[config.mk]
export PLATFORM = sky130hd
export DESIGN_NAME = d_reg_universal_ce_sclr_flat
export DESIGN_NICKNAME = d
export VERILOG_FILES = /design/src/rtl/d_reg_universal_ce_sclr_pkg.sv /design/src/rtl/d_reg_universal_ce_sclr_if.sv /design/src/rtl/reg_next_state_logic.sv /design/src/rtl/d_reg_universal_ce_sclr.sv /design/src/flat_wrapper.sv
export SDC_FILE = /design/constraint.sdc
export NUM_CORES = 1
export LEC_CHECK = 0
export ABC_AREA = 0
export BUFFER_PORTS_ARGS = -buffer_cell sky130_fd_sc_hd__buf_2
export CORE_AREA = 10 10 59 85
export CTS_CLUSTER_DIAMETER = 120
export DETAILED_ROUTE_END_ITERATION = 6
export DIE_AREA = 0 0 69 95
export PLACE_DENSITY_LB_ADDON = 0.08
export SYNTH_ARGS = -nofsm -noshare
export SYNTH_HDL_FRONTEND = slang
export SYNTH_SLANG_ARGS = --single-unit
[constraint.sdc]
create_clock -name Clk -period 2.1 [get_ports Clk]
set_input_delay 0.42 -clock Clk [delete_from_list [all_inputs] [get_ports Clk]]
set_output_delay 0.42 -clock Clk [all_outputs]
set_load 0.02 [all_outputs]
[src/rtl/d_reg_universal_ce_sclr_pkg.sv]
// -----------------------------------------------------------------------------
// d_reg_universal_ce_sclr_pkg
//
// Purpose:
//   Constants shared by the universal register, its bus interface, its
//   next-state logic and its testbench. Holds the operation-select width,
//   the mode type and the eight mode encodings.
//
// Contents:
//   MODE_W      width of the mode select field
//   mode_t      operation-select type
//   MODE_*      operation encodings (HOLD, LOAD, SHL, SHR, ROL, ROR, ASR, INC)
// -----------------------------------------------------------------------------
package d_reg_universal_ce_sclr_pkg;

    localparam int MODE_W = 3;

    typedef logic [MODE_W-1:0] mode_t;

    localparam mode_t MODE_HOLD = 3'b000;  // keep Q and cout
    localparam mode_t MODE_LOAD = 3'b001;  // parallel load from D
    localparam mode_t MODE_SHL  = 3'b010;  // shift left, sin_r enters bit 0
    localparam mode_t MODE_SHR  = 3'b011;  // shift right, sin_l enters MSB
    localparam mode_t MODE_ROL  = 3'b100;  // rotate left
    localparam mode_t MODE_ROR  = 3'b101;  // rotate right
    localparam mode_t MODE_ASR  = 3'b110;  // arithmetic shift right
    localparam mode_t MODE_INC  = 3'b111;  // increment modulo 2^WIDTH

endpackage : d_reg_universal_ce_sclr_pkg

[src/rtl/d_reg_universal_ce_sclr_if.sv]
// -----------------------------------------------------------------------------
// d_reg_universal_ce_sclr_if
//
// Purpose:
//   Groups the control, data and status signals of the universal register so
//   that producers and the register itself connect through one port.
//
// Parameters:
//   WIDTH   register width; must match the WIDTH of the attached register
//
// Signals:
//   ce      clock enable (gates mode operations only)
//   sclr    synchronous clear, active high
//   mode    operation select (mode_t)
//   D       parallel load data
//   sin_r   serial input entering bit 0 on SHL
//   sin_l   serial input entering bit WIDTH-1 on SHR
//   Q       register contents
//   cout    registered shifted-out / rotated bit or increment carry
//   sout_l  Q[WIDTH-1]
//   sout_r  Q[0]
//   zero    Q == 0
//
// Modports:
//   master  drives the controls and data, observes the status
//   slave   the register: consumes controls and data, drives the status
// -----------------------------------------------------------------------------
interface d_reg_universal_ce_sclr_if #(
    parameter int WIDTH = 8
);
    import d_reg_universal_ce_sclr_pkg::*;

    logic             ce;
    logic             sclr;
    mode_t            mode;
    logic [WIDTH-1:0] D;
    logic             sin_r;
    logic             sin_l;

    logic [WIDTH-1:0] Q;
    logic             cout;
    logic             sout_l;
    logic             sout_r;
    logic             zero;

    modport master (
        output ce, sclr, mode, D, sin_r, sin_l,
        input  Q, cout, sout_l, sout_r, zero
    );

    modport slave (
        input  ce, sclr, mode, D, sin_r, sin_l,
        output Q, cout, sout_l, sout_r, zero
    );

endinterface : d_reg_universal_ce_sclr_if

[src/rtl/reg_next_state_logic.sv]
// -----------------------------------------------------------------------------
// reg_next_state_logic
//
// Purpose:
//   Purely combinational next-state function of the universal register.
//   Given the present contents and the selected mode it produces the value
//   Q and cout would take on an enabled, non-cleared clock edge. Clear,
//   enable and reset priority live in the register, not here.
//
// Parameters:
//   WIDTH      register width (>= 2)
//
// Ports:
//   q          present register contents
//   cout       present carry/shift-out bit (kept on HOLD)
//   mode       operation select
//   d          parallel load data
//   sin_l      serial input for SHR (enters MSB)
//   sin_r      serial input for SHL (enters LSB)
//   q_next     next register contents
//   cout_next  next carry/shift-out bit
// -----------------------------------------------------------------------------
module reg_next_state_logic
    import d_reg_universal_ce_sclr_pkg::*;
#(
    parameter int WIDTH = 8
) (
    input  logic [WIDTH-1:0] q,
    input  logic             cout,
    input  mode_t            mode,
    input  logic [WIDTH-1:0] d,
    input  logic             sin_l,
    input  logic             sin_r,
    output logic [WIDTH-1:0] q_next,
    output logic             cout_next
);

    // One bit wider than Q so the wrap from all-ones shows up as the carry.
    logic [WIDTH:0] inc_sum;

    assign inc_sum = {1'b0, q} + {{WIDTH{1'b0}}, 1'b1};

    always_comb begin
        // NOTE: defaults first so every path assigns both outputs; a missing
        // assignment on some path would otherwise infer a latch.
        q_next    = q;
        cout_next = cout;

        case (mode)
            MODE_HOLD: begin
                q_next    = q;
                cout_next = cout;
            end
            MODE_LOAD: begin
                q_next    = d;
                cout_next = 1'b0;
            end
            MODE_SHL: begin
                q_next    = {q[WIDTH-2:0], sin_r};
                cout_next = q[WIDTH-1];
            end
            MODE_SHR: begin
                q_next    = {sin_l, q[WIDTH-1:1]};
                cout_next = q[0];
            end
            MODE_ROL: begin
                q_next    = {q[WIDTH-2:0], q[WIDTH-1]};
                cout_next = q[WIDTH-1];
            end
            MODE_ROR: begin
                q_next    = {q[0], q[WIDTH-1:1]};
                cout_next = q[0];
            end
            MODE_ASR: begin
                // Sign bit is replicated into the vacated MSB.
                q_next    = {q[WIDTH-1], q[WIDTH-1:1]};
                cout_next = q[0];
            end
            MODE_INC: begin
                q_next    = inc_sum[WIDTH-1:0];
                cout_next = inc_sum[WIDTH];
            end
            default: begin
                q_next    = q;
                cout_next = cout;
            end
        endcase
    end

endmodule : reg_next_state_logic

[src/rtl/d_reg_universal_ce_sclr.sv]
// -----------------------------------------------------------------------------
// d_reg_universal_ce_sclr
//
// Purpose:
//   WIDTH-bit universal register: hold, load, shift, rotate, arithmetic
//   shift and increment, with clock enable, synchronous clear and
//   asynchronous active-low reset. General storage / shift / count element
//   for serialisers, LFSR seeds and counters.
//
// Parameters:
//   WIDTH      register width, must be >= 2
//   RESET_VAL  value of Q after async reset or synchronous clear
//
// Ports:
//   Clk        rising-edge clock
//   reset_n    asynchronous active-low reset (Q = RESET_VAL, cout = 0)
//   bus        slave side of d_reg_universal_ce_sclr_if:
//                inputs  ce, sclr, mode, D, sin_r, sin_l
//                outputs Q, cout (registered), sout_l, sout_r, zero
//                        (combinational from Q)
//
// Edge priority: reset_n low > sclr high > ce low (hold) > mode operation.
// -----------------------------------------------------------------------------
module d_reg_universal_ce_sclr
    import d_reg_universal_ce_sclr_pkg::*;
#(
    parameter int               WIDTH     = 8,
    parameter logic [WIDTH-1:0] RESET_VAL = {WIDTH{1'b0}}
) (
    input logic                      Clk,
    input logic                      reset_n,
    d_reg_universal_ce_sclr_if.slave bus
);

    if (WIDTH < 2) begin : g_width_check
        $error("d_reg_universal_ce_sclr: WIDTH must be >= 2");
    end

    logic [WIDTH-1:0] q_r;
    logic             cout_r;
    logic [WIDTH-1:0] q_next;
    logic             cout_next;

    reg_next_state_logic #(
        .WIDTH (WIDTH)
    ) u_next_state (
        .q         (q_r),
        .cout      (cout_r),
        .mode      (bus.mode),
        .d         (bus.D),
        .sin_l     (bus.sin_l),
        .sin_r     (bus.sin_r),
        .q_next    (q_next),
        .cout_next (cout_next)
    );

    // NOTE: state flops use non-blocking assignments so every flop samples
    // the pre-edge values; blocking here would create ordering races.
    always_ff @(posedge Clk or negedge reset_n) begin
        if (!reset_n) begin
            q_r    <= RESET_VAL;
            cout_r <= 1'b0;
        end else if (bus.sclr) begin
            // Clear wins regardless of ce and mode.
            q_r    <= RESET_VAL;
            cout_r <= 1'b0;
        end else if (bus.ce) begin
            q_r    <= q_next;
            cout_r <= cout_next;
        end
    end

    assign bus.Q      = q_r;
    assign bus.cout   = cout_r;
    assign bus.sout_l = q_r[WIDTH-1];
    assign bus.sout_r = q_r[0];
    assign bus.zero   = (q_r == '0);

endmodule : d_reg_universal_ce_sclr
[src/flat_wrapper.sv]
// flat-port wrapper written by rule: the top's interface ports become plain ports
module d_reg_universal_ce_sclr_flat import d_reg_universal_ce_sclr_pkg::*;
#(
    parameter int               WIDTH     = 8,
    parameter logic [WIDTH-1:0] RESET_VAL = {WIDTH{1'b0}}
)
  (Clk, reset_n, bus_ce, bus_sclr, bus_mode, bus_D, bus_sin_r, bus_sin_l, bus_Q, bus_cout, bus_sout_l, bus_sout_r, bus_zero);
  d_reg_universal_ce_sclr_if #(.WIDTH(WIDTH)) bus_i ();
  input logic Clk;
  input logic reset_n;
  input wire logic [$bits(bus_i.ce)-1:0] bus_ce;
  input wire logic [$bits(bus_i.sclr)-1:0] bus_sclr;
  input wire logic [$bits(bus_i.mode)-1:0] bus_mode;
  input wire logic [$bits(bus_i.D)-1:0] bus_D;
  input wire logic [$bits(bus_i.sin_r)-1:0] bus_sin_r;
  input wire logic [$bits(bus_i.sin_l)-1:0] bus_sin_l;
  output wire logic [$bits(bus_i.Q)-1:0] bus_Q;
  output wire logic [$bits(bus_i.cout)-1:0] bus_cout;
  output wire logic [$bits(bus_i.sout_l)-1:0] bus_sout_l;
  output wire logic [$bits(bus_i.sout_r)-1:0] bus_sout_r;
  output wire logic [$bits(bus_i.zero)-1:0] bus_zero;
  assign bus_i.ce = bus_ce;
  assign bus_i.sclr = bus_sclr;
  assign bus_i.mode = bus_mode;
  assign bus_i.D = bus_D;
  assign bus_i.sin_r = bus_sin_r;
  assign bus_i.sin_l = bus_sin_l;
  assign bus_Q = bus_i.Q;
  assign bus_cout = bus_i.cout;
  assign bus_sout_l = bus_i.sout_l;
  assign bus_sout_r = bus_i.sout_r;
  assign bus_zero = bus_i.zero;
  d_reg_universal_ce_sclr #(.WIDTH(WIDTH), .RESET_VAL(RESET_VAL)) u_core (.Clk(Clk), .reset_n(reset_n), .bus(bus_i));
endmodule
==> results of run 1 <==
==> final timing paths <==
| check | from | to | slack, ns | cells after the start |
|---|---|---|---|---|
| min in group Clk | bus_sclr | u_core.bus.Q[7] | 0.42 | 2 |
| worst max register to register | u_core.bus.Q[0] | u_core.bus.cout | 0.32 | 6 |
| worst min-delay path | reset_n | u_core.bus.Q[1] | 0.05 | 1 |
| max in group asynchronous | reset_n | u_core.bus.Q[4] | 1.85 | 1 |
| worst max-delay path | u_core.bus.Q[1] | bus_zero | 0.07 | 5 |
| worst min register to register | u_core.bus.cout | u_core.bus.cout | 0.58 | 2 |
==> layer usage <==
metal,vias up,track usage,wire (um)
met5,-,0,0
met4,0,0.0471,68
met3,6,0.0178,163
met2,42,0.206,1930
met1,545,0.117,1510
li1,551,-,-
==> registers in the layout (all words and copies together), names as in the netlist <==
register         count
u_core.bus.Q         8
u_core.bus.cout      1
==> worst max-delay path: stages (launching register included) <==
cell and delay, ns:
dfrtp_1 0.37, inv_1 0.09, ha_1 0.14, or4b_4 0.46
nor4_4 0.13, buf_4 0.18
==> cells in the mapped netlist, types with 2 or more instances <==
| cell | n | area (um2) |
|---|---|---|
| ha_1 | 2 | 25.0 |
| o22ai_1 | 4 | 25.0 |
| clkbuf_1 | 2 | 7.51 |
| nor2b_1 | 3 | 18.8 |
| nand2_1 | 14 | 52.6 |
| nand4_1 | 2 | 12.5 |
| nor4_1 | 5 | 31.3 |
| nor3_1 | 2 | 10.0 |
| a21oi_1 | 7 | 35.0 |
| xnor2_1 | 3 | 26.3 |
| mux2i_1 | 3 | 30.0 |
| dfrtp_1 | 9 | 225 |
| a41oi_1 | 3 | 26.3 |
| a31oi_1 | 2 | 12.5 |
| nand3_1 | 5 | 25.0 |
| inv_1 | 7 | 26.3 |
| a2111oi_0 | 2 | 17.5 |
| and3_1 | 2 | 12.5 |
| buf_4 | 4 | 30.0 |
| nand2b_1 | 3 | 18.8 |
| o32ai_1 | 2 | 17.5 |
| buf_6 | 2 | 22.5 |
| o21ai_0 | 13 | 65.1 |
| buf_2 | 5 | 25.0 |
| nor2_1 | 4 | 15.0 |
| or2_2 | 2 | 12.5 |
==> cell usage in the layout, fill, tap and decap left out, types with 4 or more instances in the layout <==
| master | count |
|---|---|
| dfrtp_1 | 9 |
| nor2_1 | 4 |
| o22ai_1 | 4 |
| nor4_1 | 4 |
| buf_4 | 16 |
| o21ai_0 | 13 |
| a21oi_1 | 7 |
| buf_2 | 27 |
| nand2_1 | 14 |
| nand3_1 | 5 |
| inv_1 | 7 |
==> final cells by class <==
type                            count  share of cell area
Tap cell                           43              0.0426
Timing Repair Buffer               43               0.202
Multi-Input combinational cell    100               0.521
Clock buffer                        4              0.0356
Inverter                            7              0.0208
Sequential cell                     9               0.178
==> power by group through the flow <==
stage	clock network, W	registers (W)	logic [W]
final	0.000211	0.000200	0.000246
after CTS	0.000216	0.000200	0.000250
after detailed placement	0	0.000203	0.000243
after global routing	0.000222	0.000202	0.000270
after floorplan	0	0.000217	0.000138
after global placement	0	0.000202	0.000246
==> stage by stage <==
stage | utilization | std cells | worst slack (ns) | instance area, um2 | total power [W]
2_1_floorplan | - | 129 | 0.0382 | 991 | 0.000355
3_3_place_gp | 0.339 | 202 | 0.144 | 1210 | 0.000448
3_5_place_dp | 0.339 | 202 | 0.137 | 1210 | 0.000445
4_1_cts | 0.353 | 206 | 0.0505 | 1260 | 0.000666
5_1_grt | 0.353 | 206 | 0.00949 | 1260 | 0.000694
6_report | 0.353 | 206 | 0.0669 | 1260 | 0.000657
==> cell families after synthesis <==
family,Yosys count,share of synthesized area
DFF,9,0.231
and+or+nand+nor,48,0.267
buffers and inverters,20,0.114
adders and majority gates,2,0.0256
muxes,3,0.0308
xor gates and xnor gates,4,0.0436
AOI/OAI and AO/OA,43,0.288
==> what timing repair did <==
action                     in CTS  in global routing
resized for setup               2                  0
setup buffers                   0                  0
setup endpoints to repair       1                  0
==> results.md, run 1 <==
- The flow ran to the end, and the final reports show no timing, DRC or antenna violations.
- The setup path with the least slack is of type flop to primary output.
- Yosys mapped a number of flops with a built-in enable equal to 0.
- The via count of the first global-routing pass is 1,141.
- The clock sink count is 9.
- Max-cap violations in this run came to 0.
- The initial utilization of the core area, before any placement, comes to 0.273.
- The combined global-route utilization of all metal layers is 0.109.
- From synthesis to final layout, the design area changed by 29.5%.
- The most instantiated flip-flop cell in the synthesis netlist is dfrtp_1.
- The number of slew-limit violations in the final report is 0.
- Clock latency on the worst-skew pair, taken at its later pin, is 0.24 ns.
- The wire length of the first global-routing pass is 5.88 mm.
- Of the total power, the clock network draws 0.321.
- The worst setup path is launched from a flop.
- Data arrives at the worst endpoint at 1.61 ns.
- The relative slew slack is 0.728.
- Of the available clock period, the critical path in the final layout requires 0.968.
- At the end of routability-driven placement, the weighted congestion stood at 0.809.
- Buffers placed on the I/O ports in this run total 28.
- The number of failing hold endpoints at the final stage was 0.
- The TritonCTS clock tree is yes.
- Counting I/O delays and the setup requirement, the final critical path takes 2.03 ns.
- The worst IR drop on VDD is 147 uV.
- The detailed router placed 1,144 vias in this run.
- The core box area is 3580 um2.
- At the pin with the least slew margin, the transition time is 0.397 ns.
- The tightest min-delay check is of the input pin to async pin type.
- CTS built an H-tree with a depth of 1.
- The async set-reset flop share out of synthesis is 1.00.
- The number of detailed-route iterations in the first pass is 4.
- The maximum number of pins on one net before global-route repair is 16.
- Once detail routing completed, the nets flagged for antenna violations numbered 0.
- The number of buffers inserted for hold repair after clock tree synthesis is 0.
- The total clock buffers created by CTS is 3.
- The mean area per synthesized cell is 7.57 um2.
- The setup total negative slack is 0 ns.
- The leakage power figure is 0.543 nW.
- The final layout net count is 183.
- The number of nets in the synthesized netlist is 148.
- The sort of element at the end of the critical path is a primary output.
- The power density of the placed cells is 520 nW/um2.
- The width of the die is 69 um.
- The cell area after synthesis is 976 um2.
- The placed wire-length estimate after detailed placement is 2.99 mm.
- The mean routed wirelength per cell is 17.8 um.
- The full die area is 6560 um2.
- After detailed routing, the number of remaining DRC violations is 0.
- The number of antenna violations at the first check in global routing is 0.
- The sequential fraction of design power is 0.304.
- Clock tree synthesis selected as its root buffer the cell clkbuf_8.
- The via density per instance is 5.55.
- The minimum hold slack is 0.0458 ns.
- After clock tree synthesis, the clock-pin slew on the worst setup and hold paths is 0.05 ns.
- The sequential-to-total area share from yosys stat is 0.231.
- The area used by multi-input combinational logic is 658 um2.
- In this run, the number of DRC markers left after iteration 0 of detailed routing was 78.
- Of the total power, the share spent switching nets is 0.355.
- Setup repair after global routing left no endpoint under its margin.
- The number of storage elements in the synthesis netlist is 9.
- The synthesized instance count is 129.
- The worst endpoint required time is 1.68 ns.
- The netlist uses 43 different library cells.
- Setup violations remaining at the end of the flow were counted as 0.
- The total number of placement rows is 27.
- The combinational group share of total power is 0.375.
- The number of fill cells is 426.
- The sequential cells in the finished layout cover a total of 225 um2.
- The largest fanout of any net on the critical path is 3.
- The internal power of the cells totals 0.000424 W.
- Of the cells placed in the final design, the portion with a size suffix greater than 1 is 0.337.
- Global routing finished with a remaining overflow of 0.
- The die is 95 um tall.
- The number of inserted diodes is 0.
- For this block, the routed nets add up to 3.67 mm of wire.
- Across the routed clock network, the largest skew measured is 0.00350 ns.
- The number of warning messages in the yosys log is 0.
- The number of ports placed on the die boundary is 29.
- Counting along the longest clock path gives a buffer depth of 2.
- The maximum clock rate is 492 MHz.
- The switching power of the nets is 0.000234 W.
(Power assumes the default switching activity.)
==> run 2, diff against run 1 <==
CORE_AREA = 10 10 60 87   (was 10 10 59 85)
DIE_AREA = 0 0 70 97   (was 0 0 69 95)
SYNTH_HIERARCHICAL = 1   (was default)
==> results.md, run 2 <==
- For the pin with the worst max-slew slack, the measured transition is 0.412 ns.
- During synthesis, Yosys emitted a total of 6 warnings.
- The count of cell types in the netlist is 43.
- The maximum number of pins on one net before global-route repair is 24.
- The endpoint of the lowest-slack register-to-register path is u_core/bus.cout.
- 0 antenna diodes ended up in the layout.
- The relative slew slack is 0.725.
- The synthesized design spends more area on one cell type than any other, namely dfrtp_1.
- Summing every instance area after synthesis gives 1030 um2.
- The data arrival time of the critical path is 1.50 ns.
- The type of the tightest min-delay check is input pin to async pin.
- The maximum clock rate is 521 MHz.
- The first global-routing pass estimated 5.52 mm of wire.
- The critical path's top delay family is simple AND/OR/NAND/NOR gates.
- From left edge to right edge, the die measures 70 um.
- The clock passes through at most 2 buffers.
- The worst clock skew on the final layout is 0.000950 ns.
- The library cell contributing the largest single delay on the critical path is or4_1.
- The combined global-route utilization of all metal layers is 0.0941.
- The worst register-to-register path begins at u_core/bus.Q[1].
- The total number of placement rows is 27.
- Of the post-synthesis cell area, the dominant cell type holds 0.218.
- The CTS root buffer is clkbuf_8.
- The worst path needs 1.92 ns of the cycle, external delays included.
- The run finished with clean final reports.
- The full die area is 6790 um2.
- The final design area excluding fillers is 1240 um2.
- For this block, the initial DRC count from the detailed router was 52.
- Input and output buffers added on the ports amount to 28.
- The post-CTS setup buffer count is 0.
- From synthesis to final layout, the design area changed by 20.0%.
- Ranked by total cell area, the synthesized netlist is headed by dfrtp_1, mux2i_1, nor2_1, a31oi_1, a21oi_1.
- Walking the worst path, the cells encountered are or4_1, nor2_1, buf_2.
- The number of buffers inserted for hold repair after clock tree synthesis is 0.
- Synthesis inferred 9 register bits.
- The clock reaches the later pin of the worst-skew pair after 0.23 ns.
- The sum of overflow across all layers after global routing is 0.
- The final layout net count is 178.
- Among all flip-flop cells after synthesis, the most frequent one is dfrtp_1.
- The CTS H-tree depth is 1.
- The detail route stage leaves a number of antenna-violating nets equal to 0.
- The commonest cells after synthesis are nor2_1, mux2i_1, dfrtp_1, nand2_1.
- The cell area after placement is 1190 um2.
- In the routed design, unresolved DRC markers number 0.
- Each instance of the synthesized netlist takes up on average 7.76 um2.
- The async set-reset flop share out of synthesis is 1.00.
- Along the worst path, the maximum fanout reaches 8.
- The number of slew-limit violations in the final report is 0.
- The placed wire-length estimate after detailed placement is 2.57 mm.
- The total clock buffers created by CTS is 3.
- The die span in y is 97 um.
- The setup total negative slack is 0 ns.
- The total via count in the routed design is 1,089.
- The clock sink count is 9.
- For the worst flop-to-flop path, the logic depth is 8.
- Once layout is complete, the utilization of the core stands at 0.340.
- The power density of the placed cells is 483 nW/um2.
- The number of enable flip-flop cells after synthesis is 0.
- TritonCTS built the clock tree.
- Max-cap violations in this run came to 0.
- Before antenna repair, the detailed router went through 4 iterations.
- The number of ports placed on the die boundary is 29.
- The dominant cell by count in the synthesized netlist is nor2_1.
- The synthesized instance count is 133.
- The worst IR drop on VDD is 329 uV.
- The buffering stage count on the worst path with inverters included is 1.
- The clock-pin transition on the worst setup and hold timing paths is 0.04 ns.
- The number of antenna violations at the first check in global routing came to 0.
- The critical path in this run is classified as flop to primary output.
- In the layout the commonest cells are buf_2, nor2_1, mux2i_1.
- The worst setup path is captured at a primary output.
- The number of failing hold endpoints at the final stage was 0.
- In the final layout, the share of cells above drive strength 1 is 0.283.
- The core box area is 3650 um2.
- The count of instances resized after the clock tree is built is 0.
- The share of the cycle needed by the critical path after routing is 0.914.
- STA classifies the critical path startpoint as a flop.
- The largest single stage delay on the critical path is 0.55 ns.
- Of the synthesized area, sequential elements account for 0.218.
- The via density per instance is 5.39.
- The via count of the first global-routing pass was 1,169.
- For the worst setup path, the data required time is 1.68 ns.
- Counting every net in the synthesized netlist gives 151.
- Setup violations remaining at the end of the flow were counted as 0.
- The library cell used most frequently in the layout, excluding fill and tap cells, is buf_2.
- For this design the static power due to leakage is 0.583 nW.
- For this configuration, the core starts out at a cell density of 0.283.
- Setup repair after global routing left no endpoint under its margin.
- Dividing the detail-routed wire length by the instance count gives 16.1 um.
- The number of flip-flops in the largest register is 8.
- The final layout contains routed wiring with a total length of 3.24 mm.
- The routability-driven placement congestion ratio is 0.785.
- The setup check on the worst reg-to-reg path leaves a slack of 0.26 ns.
[run 2: cell types whose count changed after synthesis, moves of 3 or more]
cell,change
nor4_1,-5
nor2_1,+11
nand2_1,-5
o21ai_1,+3
a41oi_1,-3
o22ai_1,-4
o21ai_0,-7
a31oi_1,+6
mux2i_1,+9
[run 2: per-stage QoR]
| step | setup WS, ns | total power [W] | instances | hold WS [ns] |
|---|---|---|---|---|
| finish | 0.180 | 0.000598 | 202 | 0.0367 |
| global route | 0.0846 | 0.000639 | 202 | 0.0485 |
| CTS | 0.158 | 0.000607 | 202 | 0.0385 |
| detailed placement | 0.205 | 0.000408 | 198 | 0.282 |
| global placement | 0.231 | 0.000409 | 198 | 0.284 |
| floorplan | 0.325 | 0.000346 | 133 | 0.124 |
[run 2: worst max path at each step]
stage                                from  slack, ns              end  depth (start not counted)
after floorplan           u_core/bus.Q[5]       0.33         bus_zero                          2
after global placement        bus_mode[0]       0.23  u_core/bus.Q[0]                          8
after detailed placement      bus_mode[0]       0.21  u_core/bus.Q[0]                          8
after CTS                 u_core/bus.Q[1]       0.16         bus_zero                          3
after global routing      u_core/bus.Q[1]       0.08         bus_zero                          3
final                     u_core/bus.Q[1]       0.18         bus_zero                          3
[run 2: worst register-to-register path: cells and delay by family (launching register included)]
kind            cells  cell delay [ns]
flops               1             0.48
simple gates        3             0.47
mux                 1             0.11
fa+ha+maj           1             0.27
compound gates      3             0.45
[run 2: kinds of logic (layout without fill, tap and decap cells)]
| family | count (synthesis) | in the layout | synth area share |
|---|---|---|---|
| multiplexers | 12 | 12 | 0.116 |
| flip-flops | 9 | 9 | 0.218 |
| AND/OR/NAND/NOR | 44 | 44 | 0.215 |
| XOR/XNOR | 3 | 3 | 0.0255 |
| AO/OA/AOI/OAI | 42 | 42 | 0.279 |
| adder cells (fa/ha/maj) | 5 | 5 | 0.0533 |
| buffers and inverters | 18 | 44 | 0.0933 |
[run 2: cell type report]
cell class	instances	area [um2]
clock buffer	4	45.0
fill	421	2410
inverter	7	26.3
multi-input combinational	106	711
sequential	9	225
tap	43	53.8
timing repair buffer	33	178
[run 2: where the power goes]
part / internal [W] / switching, W / total (W) / leakage (nW)
Combinational: 0.0000851 / 0.000122 / 0.000207 / 0.437
Clock: 0.000132 / 0.0000616 / 0.000193 / 0.0228
Sequential: 0.000183 / 0.0000145 / 0.000197 / 0.123
Total: 0.000399 / 0.000198 / 0.000598 / 0.583
[run 2: routing by layer]
layer	GRT usage	vias up	wire length, um
li1	-	541	-
met1	0.107	516	1420
met2	0.168	30	1660
met3	0.0163	2	141
met4	0.0333	0	19
met5	0	-	0
